===== config.mk =====
export PLATFORM = sky130hd
export DESIGN_NAME = spike_event_fifo
export DESIGN_NICKNAME = d
export VERILOG_FILES = /design/src/rtl/spike_event_fifo.sv
export SDC_FILE = /design/constraint.sdc
export NUM_CORES = 1
export LEC_CHECK = 0
export CORE_ASPECT_RATIO = 0.7
export CORE_MARGIN = 1.5
export CORE_UTILIZATION = 61
export DETAILED_ROUTE_END_ITERATION = 10
export HOLD_SLACK_MARGIN = 0.15
export PLACE_DENSITY = 0.79
export SLEW_MARGIN = 5
export SYNTH_ARGS = -nofsm -noshare
export SYNTH_HDL_FRONTEND = slang
export SYNTH_SLANG_ARGS = --single-unit

===== constraint.sdc =====
create_clock -name clk -period 4.15 [get_ports clk]
set_input_delay 1.0375 -clock clk [delete_from_list [all_inputs] [get_ports clk]]
set_output_delay 1.0375 -clock clk [all_outputs]
set_load 0.03 [all_outputs]

===== src/rtl/spike_event_fifo.sv =====
// Spike event FIFO: timestamps rising edges of the ASO detector output, applies a
// refractory hold-off and queues events behind a valid/ready port for readout.
module spike_event_fifo #(
   parameter int unsigned TS_WIDTH       = 16,
   parameter int unsigned REFRACT_CYCLES = 32,
   parameter int unsigned DEPTH          = 8
) (
   input  logic                clk,
   input  logic                rst,
   input  logic                enable,
   input  logic                spike_detected,
   input  logic                evt_ready,
   input  logic                ovf_clear,
   output logic                evt_valid,
   output logic [TS_WIDTH-1:0] evt_data,
   output logic                overflow,
   output logic [7:0]          drop_count
);

   localparam int unsigned AW = (DEPTH > 1) ? $clog2(DEPTH) : 1;
   localparam int unsigned CW = $clog2(DEPTH + 1);
   localparam int unsigned RW = 16;
   localparam logic [RW-1:0] REFRACT_LOAD = RW'(REFRACT_CYCLES - 1);

   typedef enum logic {IDLE, REFRACTORY} state_t;

   state_t                state, state_next;
   logic [TS_WIDTH-1:0]   ts;
   logic                  spike_prev;
   logic                  spike_edge;
   logic                  accept;
   logic [RW-1:0]         refr_cnt;

   logic [TS_WIDTH-1:0]   mem [DEPTH];
   logic [AW-1:0]         wr_ptr, rd_ptr, rd_next;
   logic [CW-1:0]         count, count_next;
   logic                  full, push, pop, drop;

   assign spike_edge = spike_detected & ~spike_prev;

   // Free-running timestamp and edge-detect history
   always_ff @(posedge clk or posedge rst) begin
      if (rst) begin
         ts         <= '0;
         spike_prev <= 1'b0;
      end else begin
         spike_prev <= spike_detected;
         if (enable) ts <= ts + TS_WIDTH'(1);
      end
   end

   always_ff @(posedge clk or posedge rst) begin
      if (rst) state <= IDLE;
      else     state <= state_next;
   end

   always_comb begin
      state_next = state;
      case (state)
         IDLE:       if (enable && spike_edge && (REFRACT_CYCLES > 1)) state_next = REFRACTORY;
         REFRACTORY: if (refr_cnt == RW'(1)) state_next = IDLE;
         default:    state_next = IDLE;
      endcase
      if (!enable) state_next = IDLE;
   end

   always_comb begin
      accept = 1'b0;
      if (state == IDLE && enable && spike_edge) accept = 1'b1;
   end

   // Counts down the cycles still blocked after an accepted event
   always_ff @(posedge clk or posedge rst) begin
      if (rst)                refr_cnt <= '0;
      else if (!enable)       refr_cnt <= '0;
      else if (accept)        refr_cnt <= REFRACT_LOAD;
      else if (refr_cnt != 0) refr_cnt <= refr_cnt - RW'(1);
   end

   assign full    = (count == CW'(DEPTH));
   assign pop     = evt_valid & evt_ready;
   assign push    = accept & (~full | pop);
   assign drop    = accept & full & ~pop;
   assign rd_next = pop ? rd_ptr + AW'(1) : rd_ptr;

   always_comb begin
      count_next = count;
      case ({push, pop})
         2'b10:   count_next = count + CW'(1);
         2'b01:   count_next = count - CW'(1);
         default: count_next = count;
      endcase
   end

   always_ff @(posedge clk) begin
      if (push) mem[wr_ptr] <= ts;
   end

   // Registered show-ahead head; a push into an emptying FIFO forwards ts directly
   always_ff @(posedge clk or posedge rst) begin
      if (rst) begin
         wr_ptr    <= '0;
         rd_ptr    <= '0;
         count     <= '0;
         evt_valid <= 1'b0;
         evt_data  <= '0;
      end else begin
         if (push) wr_ptr <= wr_ptr + AW'(1);
         rd_ptr    <= rd_next;
         count     <= count_next;
         evt_valid <= (count_next != 0);
         evt_data  <= (push && (wr_ptr == rd_next)) ? ts : mem[rd_next];
      end
   end

   // Sticky overflow and saturating drop counter; a drop beats a coincident clear
   always_ff @(posedge clk or posedge rst) begin
      if (rst) begin
         overflow   <= 1'b0;
         drop_count <= '0;
      end else if (drop) begin
         overflow <= 1'b1;
         if (ovf_clear)                drop_count <= 8'd1;
         else if (drop_count != 8'hFF) drop_count <= drop_count + 8'd1;
      end else if (ovf_clear) begin
         overflow   <= 1'b0;
         drop_count <= '0;
      end
   end

endmodule

# [Word-level counts from Yosys, hierarchy flattened]
# Memories as Yosys holds them, arrays and structs flattened. A register that Yosys moved wholly into a read port is not among the register bits.
# Index checks and enable logic that the tools add are counted.
[word_totals] reg_bits=54 mem_bits_rw=128 input_bits=6 output_inout_bits=26 wordCells=60 mem_count=1
[memory_table] name="mem" depth=8 word_bits=16 rd=1 rd_ports_with_merged_regs=1 write_ports=1 line_no="34" text="logic [TS_WIDTH-1:0] mem [DEPTH];"
[op_classes] addsub=7 eq_ne=6 n_mux=18 n_bitwise=10 n_reduce_logical=8
[op_table] operator="$mux W16" n=3
[op_table] operator="$mux W8" n=4
[op_table] operator="$add A16 B1 Y16 const B" n=1
[op_table] operator="$eq A16 B1 Y1 const B" n=1
[op_table] operator="$reduce_bool A16 Y1" n=1
[op_table] operator="$sub A16 B1 Y16 const B" n=1
[op_table] operator="$add A8 B1 Y8 const B" n=1
[op_table] operator="$mux W1" n=8
[op_table] operator="$ne A8 B8 Y1 const B" n=1
[op_table] operator="$pmux W4 S2" n=1
[op_table] operator="$add A3 B1 Y3 const B" n=2
[op_table] operator="$and A1 B1 Y1" n=5
[op_table] operator="$add A4 B1 Y4 const B" n=1
[op_table] operator="$eq A4 B4 Y1 const B" n=1
[op_table] operator="$not A1 Y1" n=4
[op_table] operator="$reduce_bool A2 Y1" n=2
[op_table] operator="$reduce_bool A4 Y1" n=1
[op_table] operator="$sub A4 B1 Y4 const B" n=1
[op_table] operator="$logic_and A1 B1 Y1" n=3
[op_table] operator="$mux W3" n=1
[op_table] operator="$ne A3 B1 Y1 const B" n=1
[op_table] operator="$eq A2 B1 Y1 const B" n=1
[op_table] operator="$eq A2 B2 Y1 const B" n=1
[op_table] operator="$pmux W1 S2" n=1
[op_table] operator="other kinds (2)" n=2

# [Depth between registers and ports, before layout]
# Gate-level depths: netlist (run 1).
[depth] ltp_word=8 ltp_mapped=9 mapped_depth_nobuf=8

# [Worst setup path before layout (run 1)]
# OpenSTA, ideal clock, no wires.
[synth_timing] path_kind="input-to-reg" startpoint="input evt_ready" endpoint="memory mem[4][0], enable pin" setup_time_ns=0.436 arrival_time_ns=3.324 required_time_ns=3.714 path_slack_ns=0.390 cell_stages=4 path_buffers=0 cell_sequence="nand2_1 -> nand3_1 -> nand2_1 -> nor4b_1"
[synth_between] elab_chain_cells=5
[synth_lines] item="start, declared" line_no="12" text="input logic evt_ready,"
[synth_lines] item="$and A1 B1 Y1" line_no="81" text="assign pop = evt_valid & evt_ready;"
[synth_lines] item="$or A1 B1 Y1" line_no="82" text="assign push = accept & (~full | pop);"
[synth_lines] item="$and A1 B1 Y1" line_no="82"
[synth_lines] item="$mux W1" line_no="96" text="if (push) mem[wr_ptr] <= ts;"
[synth_lines] item="$mux W1 (not written as such)" line_no="96"
[synth_lines] item="end, declared" line_no="34"
# Every way passes these cells.

# [Worst setup path in the final report (run 1)]
[layout_timing] startpoint="input evt_ready" endpoint="register evt_valid"
[layout_between] elab_chain_cells=6 word_cells_on_any_way=7 classes_between="eq/ne (2); mux (1); bitwise (3); reduce/logical (1)"
[layout_lines] item="$and A1 B1 Y1 (*)" line_no="81"
[layout_lines] item="$or A1 B1 Y1" line_no="82"
[layout_lines] item="$and A1 B1 Y1" line_no="82"
[layout_lines] item="$eq A2 B1 Y1 or $eq A2 B2 Y1 (tied branches)" line_no="88" text="case ({push, pop})"
[layout_lines] item="$pmux W4 S2 (*)" line_no="88"
[layout_lines] item="$reduce_bool A4 Y1 (*)" line_no="111" text="evt_valid <= (count_next != 0);"
[layout_lines] item="end signal, assigned" line_no="111"
[layout_lines] item="end, declared" line_no="14" text="output logic evt_valid,"
# Mark *: on every way between the ends. The rest lies on a longest branch, timed or not.
# A chain may end at the register's enable or synchronous reset.

==> results of run 1 <==
registers in the layout, summed over array words and instances, names as in the netlist:
signal	count
mem	128
evt_data	16
refr_cnt	16
ts	16
drop_count	8
count	4
rd_ptr	3
wr_ptr	3
evt_valid	1
overflow	1
spike_prev	1
state	1
placed cells by master, fill, tap and decap left out, types with 3 or more instances in the layout:
master	n
edfxtp_1	128
a21oi_1	79
nand2_1	71
dfrtp_1	68
nor2_1	65
mux4_2	32
clkdlybuf4s50_1	31
nor3_1	28
o21ai_0	28
xnor2_1	24
inv_1	22
and3_1	21
buf_4	19
nor4_1	18
clkbuf_16	17
o22ai_1	16
nand2b_1	16
nand3_1	15
xor2_1	14
o21ai_1	8
ha_1	8
nand4_1	7
clkinv_2	6
nor3_2	4
a31oi_1	4
a22oi_1	3
mux2_2	3
nor2b_1	3
nor3b_2	3
or3_1	3
clkinvlp_4	3
power by group through the flow:
stage / clock, mW / sequential [mW] / combinational (mW)
detailed placement: 0 / 2.85 / 3.21
global placement: 0 / 2.83 / 3.11
CTS: 1.61 / 2.82 / 3.24
global route: 1.68 / 2.86 / 3.55
finish: 1.59 / 2.83 / 3.27
floorplan: 0 / 2.84 / 2.31
worst paths after layout:
check,end,cells past startpoint
max,evt_valid$_DFF_PP0_,7
min in group asynchronous,overflow$_DFFE_PP0P_,2
max in group asynchronous,ts[2]$_DFFE_PP0P_,4
min reg2reg,overflow$_DFFE_PP0P_,2
min,overflow$_DFFE_PP0P_,2
max reg2reg,evt_data[13]$_DFF_PP0_,7
per-layer routing:
| metal | part of all wire | vias to the layer above | global-route usage | routed length, µm |
|---|---|---|---|---|
| li1 | - | 2902 | - | - |
| met1 | 0.43 | 3223 | 0.409 | 9010 |
| met2 | 0.47 | 292 | 0.436 | 9960 |
| met3 | 0.094 | 22 | 0.0609 | 2000 |
| met4 | 0.010 | 0 | 0.0888 | 215 |
| met5 | 0 | - | 0 | 0 |
kinds of logic after synthesis:
family / count (synthesis) / synth area share
AO/OA/AOI/OAI: 150 / 0.0883
XOR/XNOR: 40 / 0.0405
adder cells (fa/ha/maj): 8 / 0.0108
buffers and inverters: 69 / 0.0312
flip-flops: 198 / 0.601
multiplexers: 36 / 0.0821
AND/OR/NAND/NOR: 270 / 0.146
critical path: cells and delay by family:
family                 cells  cell delay [ns]
AOI/OAI and AO/OA          2             0.51
buffers and inverters      2             1.00
and+or+nand+nor            3             0.71
synth_stat cells (all sizes together), types with 2 or more instances:
cell	n	area [µm²]
buf	25	125
clkbuf	20	75.1
nor4	21	153
a211oi	2	15.0
mux2	3	33.8
xnor2	25	238
or3	3	18.8
ha	8	100
nand2	72	270
or4	2	15.0
inv	24	90.1
a22oi	3	22.5
edfxtp	128	3840
nor2	65	244
nor4b	2	17.5
dfrtp	70	1750
nor3b	5	42.5
o31ai	2	15.0
o21ai	36	180
and4	2	20.0
nand2b	16	100
a21oi	79	395
mux4	32	721
o22ai	16	100
xor2	15	139
and3	21	131
a31oi	4	25.0
nor2b	3	18.8
nor3	32	170
nand3	15	75.1
nand4	7	43.8
area by class of cell:
cell class | instances | area [µm²] | share of cell area
sequential | 198 | 5600 | 0.538
multi-input combinational | 504 | 3460 | 0.333
timing repair buffer | 50 | 453 | 0.0435
clock buffer | 18 | 429 | 0.0412
tap | 195 | 244 | 0.0234
clock inverter | 14 | 134 | 0.0129
inverter | 24 | 90.1 | 0.00865
through the flow:
step,utilization,cell area [µm²],worst slack [ns],instances
final,0.703,10400,1.21,1003
after global routing,0.703,10400,1.07,1003
after CTS,0.703,10400,1.25,1003
after detailed placement,0.665,9850,0.802,971
after global placement,0.665,9850,0.895,971
after floorplan,-,9310,0.390,771
==> flow_metrics.py, run 1 <==
metrics = {
    "logic_synthesis": {
        "synth_area_um2": 9310,
        "async_flop_share": 0.354,
        "synth.avg_cell_area_um2": 12.1,
        "yosysWarnings": 0,
        "syn_inst": 771,
        "ys_types": 55,
        "yosysSeqAreaShare": 0.601,
        "ys_ff_latch": 198,
        "synth_flop_cell": "edfxtp_1",
        "synth-edff-count": 128,
        "syn_nets": 785,
    },
    "critical_path": {
        "path_max_fanout": 48,
        "crit_start": "evt_ready",
        "crit_slowest_cell": "clkdlybuf4s50_1",
        "r2r_start": "rd_ptr[0]$_DFF_PP0_",
        "crit_path_max_incr_delay_ns": 0.53,
        "end_kind": "flip-flop",
        "rrSetupSlack_ns": 1.26,
        "start_kind": "input port",
        "cp.arrival_ns": 3.26,
        "path_class": "input port to flip-flop",
        "path_cells": "clkdlybuf4s50_1 -> and2_2 -> buf_4 -> nor2_1 -> a21oi_1 -> a22oi_1 -> or3_1",
        "required_ns": 4.47,
    },
    "routing": {
        "wl_per_cell_um": 21.1,
        "antenna_left": 0,
        "drtIter0Drc": 721,
        "wirelength_um": 21200,
        "drc": 0,
        "via_per_inst": 6.42,
        "first_pass_iters": 5,
        "vias": 6439,
    },
    "timing": {
        "clock-skew-final_ns": 0.00983,
        "setup_viol": 0,
        "relSlewSlack": 0.217,
        "hold_ws_ns": 0.548,
        "finalCritPeriodShare": 0.710,
        "slew_violations": 0,
        "setup_tns_ns": 0,
        "clock.fmax_mhz": 340,
        "rsz0062_at_grt": "no",
        "max_slew.worst_pin.slew_ns": 1.17,
        "period_needed_ns": 2.94,
        "hold_violations": 0,
    },
    "run_status": {
        "outcome": "complete, no violations",
    },
    "die": {
        "die_h_um": 106,
        "die_w_um": 151,
        "initial_core_util": 0.628,
        "io_pins": 32,
        "dieArea_um2": 16000,
        "coreArea_um2": 14800,
        "rows": 37,
    },
    "layout": {
        "fill_cells": 987,
        "drive_gt1_frac": 0.132,
        "syn_to_final_growth_pct": 11.9,
        "final_nets": 809,
        "diodes": 0,
    },
    "grt": {
        "grt_pass1_wl_um": 33300,
        "gr-usage-all-layers": 0.283,
        "antenna_found_initial": 0,
        "grt_overflow": 0,
        "grt_pass1_vias": 6302,
        "grt_max_degree": 98,
    },
    "cts": {
        "clk_pin_slew_ns": 0.07,
        "postCtsHoldBufs": 0,
        "cts_setup_buffers": 0,
        "cts_tree": "yes",
        "numClockSinks": 198,
        "clockBufferDepth": 2,
        "ctsRootBufferMaster": "clkbuf_16",
        "htreeDepth": 4,
        "post_cts_resized": 0,
        "worstSkewPairLatency_ns": 0.44,
        "cts_made_buffers": 17,
    },
    "power_and_ir_drop": {
        "power_mw": 7.69,
        "pwr-share-comb": 0.425,
        "p_clk_frac": 0.207,
        "p_per_area_nw_per_um2": 738,
        "p_int_mw": 4.63,
        "power.leakage_nw": 3.75,
        "peakVddDrop_v": 0.000435,
        "p_sw_frac": 0.398,
        "p_seq_frac": 0.368,
        "switching_power_mw": 3.06,
    },
    "placed_design": {
        "place_congestion": 0.868,
        "dp_hpwl_um": 13100,
        "port_buffers": 31,
    },
    "hold_path": {
        "hold_path_class": "flip-flop to flip-flop",
        "min_from": "overflow$_DFFE_PP0P_",
    },
    "flow_run": {
        "drv_cap": 0,
    },
}
Note: power is estimated with default switching activity, not from simulation.
==> run 2: changes to the inputs <==
--- a/config.mk
+++ b/config.mk
@@ -7,10 +7,10 @@
 export LEC_CHECK = 0
 export CORE_ASPECT_RATIO = 0.7
 export CORE_MARGIN = 1.5
-export CORE_UTILIZATION = 61
+export CORE_UTILIZATION = 55
 export DETAILED_ROUTE_END_ITERATION = 10
 export HOLD_SLACK_MARGIN = 0.15
-export PLACE_DENSITY = 0.79
+export PLACE_DENSITY = 0.76
 export SLEW_MARGIN = 5
 export SYNTH_ARGS = -nofsm -noshare
 export SYNTH_HDL_FRONTEND = slang
==> constraint.sdc (replaced) <==
create_clock -name clk -period 2.4 [get_ports clk]
set_input_delay 0.6 -clock clk [delete_from_list [all_inputs] [get_ports clk]]
set_output_delay 0.6 -clock clk [all_outputs]
set_load 0.03 [all_outputs]
==> flow_metrics.py, run 2 (synthesis gave the netlist of run 1 again) <==
metrics = {
    "layout": {
        "fin_area_um2": 11000,
        "final_nets": 840,
        "final_cell_mix": "edfxtp_1 (128), a21oi_1 (79), nand2_1 (71)",
        "largest_reg_flops": 128,
        "top_register": "mem",
        "final_common_cell": "edfxtp_1",
        "diodes": 0,
        "syn_to_final_growth_pct": 17.8,
        "utilization": 0.667,
        "drive_gt1_frac": 0.163,
    },
    "placed_design": {
        "place_congestion": 0.860,
        "placed_cell_area_um2": 10300,
        "port_buffers": 31,
        "dp_hpwl_um": 13700,
    },
    "die": {
        "die_h_um": 112,
        "io_pins": 32,
        "rows": 39,
        "coreArea_um2": 16400,
        "die_w_um": 158,
        "dieArea_um2": 17700,
        "initial_core_util": 0.566,
    },
    "routing": {
        "vias": 6603,
        "first_pass_iters": 6,
        "wl_per_cell_um": 21.3,
        "wirelength_um": 22700,
        "drc": 0,
        "drtIter0Drc": 894,
        "via_per_inst": 6.21,
        "antenna_left": 0,
    },
    "timing": {
        "slew_violations": 0,
        "setup_tns_ns": 0,
        "hold_violations": 0,
        "clock.fmax_mhz": 448,
        "setup_viol": 0,
        "period_needed_ns": 2.23,
        "relSlewSlack": 0.625,
        "max_slew.worst_pin.slew_ns": 0.562,
        "clock-skew-final_ns": 0.00818,
        "finalCritPeriodShare": 0.929,
        "rsz0062_at_grt": "no",
        "hold_ws_ns": 0.534,
    },
    "cts": {
        "clk_pin_slew_ns": 0.07,
        "post_cts_resized": 0,
        "clockBufferDepth": 2,
        "htreeDepth": 4,
        "postCtsHoldBufs": 0,
        "numClockSinks": 198,
        "ctsRootBufferMaster": "clkbuf_16",
        "cts_setup_buffers": 0,
        "cts_tree": "yes",
        "worstSkewPairLatency_ns": 0.44,
        "cts_made_buffers": 17,
    },
    "flow_run": {
        "drv_cap": 0,
    },
    "critical_path": {
        "end_kind": "flip-flop",
        "reg2reg_to": "ts[13]$_DFFE_PP0P_",
        "crit_buf_inv": 3,
        "crit_path_max_incr_delay_ns": 0.51,
        "path_max_fanout": 17,
        "path_cells": "clkdlybuf4s50_1 -> and2_1 -> buf_12 -> xnor2_4 -> inv_2 -> nor4_1 -> a21oi_1 -> a21oi_1 -> o21ai_0",
        "start_kind": "input port",
        "critPathTopFamily": "buffers and inverters",
        "r2r_cells": 6,
        "required_ns": 2.70,
        "rrSetupSlack_ns": 0.25,
        "path_class": "input port to flip-flop",
        "r2r_start": "ts[4]$_DFFE_PP0P_",
        "cp.arrival_ns": 2.53,
        "crit_slowest_cell": "clkdlybuf4s50_1",
        "crit_path_frequent_cell": "a21oi_1",
    },
    "hold_path": {
        "min_from": "overflow$_DFFE_PP0P_",
        "whs_endpoint": "overflow$_DFFE_PP0P_",
        "hold_depth": 2,
        "hold_path_class": "flip-flop to flip-flop",
    },
    "grt": {
        "grt_pass1_vias": 6744,
        "grt_pass1_wl_um": 36200,
        "antenna_found_initial": 0,
        "grt_max_degree": 71,
        "grt_overflow": 0,
        "gr-usage-all-layers": 0.274,
    },
    "power_and_ir_drop": {
        "power_mw": 14.0,
        "p_per_area_nw_per_um2": 1280,
        "peakVddDrop_v": 0.000832,
        "power.leakage_nw": 4.01,
    },
    "run_status": {
        "outcome": "complete, no violations",
    },
}
run 2: cell count changes in the layout (fill, tap and decap cells not counted), sizes merged, moves of 3 or more:
cell	delta
buf	+31
clkinv	-3
clkinvlp	-3
clkbuf	+7
run 2: area by class of cell:
type	instances	area, µm²
clock buffer	25	528
clock inverter	7	106
fill	1133	5480
inverter	24	90.1
multi-input combinational	504	3500
sequential	198	5600
tap	225	282
timing repair buffer	81	851
run 2: where the power goes:
| group | total [mW] | leakage [nW] | switching, mW | internal (mW) |
|---|---|---|---|---|
| clock | 3.02 | 0.310 | 1.26 | 1.76 |
| sequential | 4.78 | 2.01 | 0.533 | 4.25 |
| combinational | 6.21 | 1.68 | 3.68 | 2.52 |
| total | 14.0 | 4.01 | 5.47 | 8.53 |
run 2: worst max-delay path by stage:
stage / from / endpoint / slack (ns) / cells past startpoint
after floorplan: evt_ready / mem[7][0]$_DFFE_PP_ / -0.17 / 5
after detailed placement: enable / evt_valid$_DFF_PP0_ / -0.36 / 9
after global routing: spike_detected / evt_valid$_DFF_PP0_ / 0.07 / 9
after CTS: enable / evt_valid$_DFF_PP0_ / 0.11 / 9
after global placement: enable / evt_valid$_DFF_PP0_ / -0.29 / 9
final: evt_ready / evt_data[5]$_DFF_PP0_ / 0.17 / 9
run 2: per-stage QoR:
stage | instances | setup WS (ns)
finish | 1064 | 0.169
global route | 1064 | 0.0664
global placement | 1032 | -0.293
CTS | 1064 | 0.110
detailed placement | 1032 | -0.358
floorplan | 771 | -0.171
run 2: tightest hold or removal path, cell delays in order (launching register included):
cell,delay [ns]
dfrtp_1,0.37
inv_1,0.05
o21ai_0,0.07
run 2: per-layer routing:
| metal | wire length (µm) | GRT usage |
|---|---|---|
| met1 | 9700 | 0.389 |
| met5 | 0 | 0 |
| met2 | 11000 | 0.427 |
| met4 | 347 | 0.0916 |
| met3 | 1650 | 0.0545 |
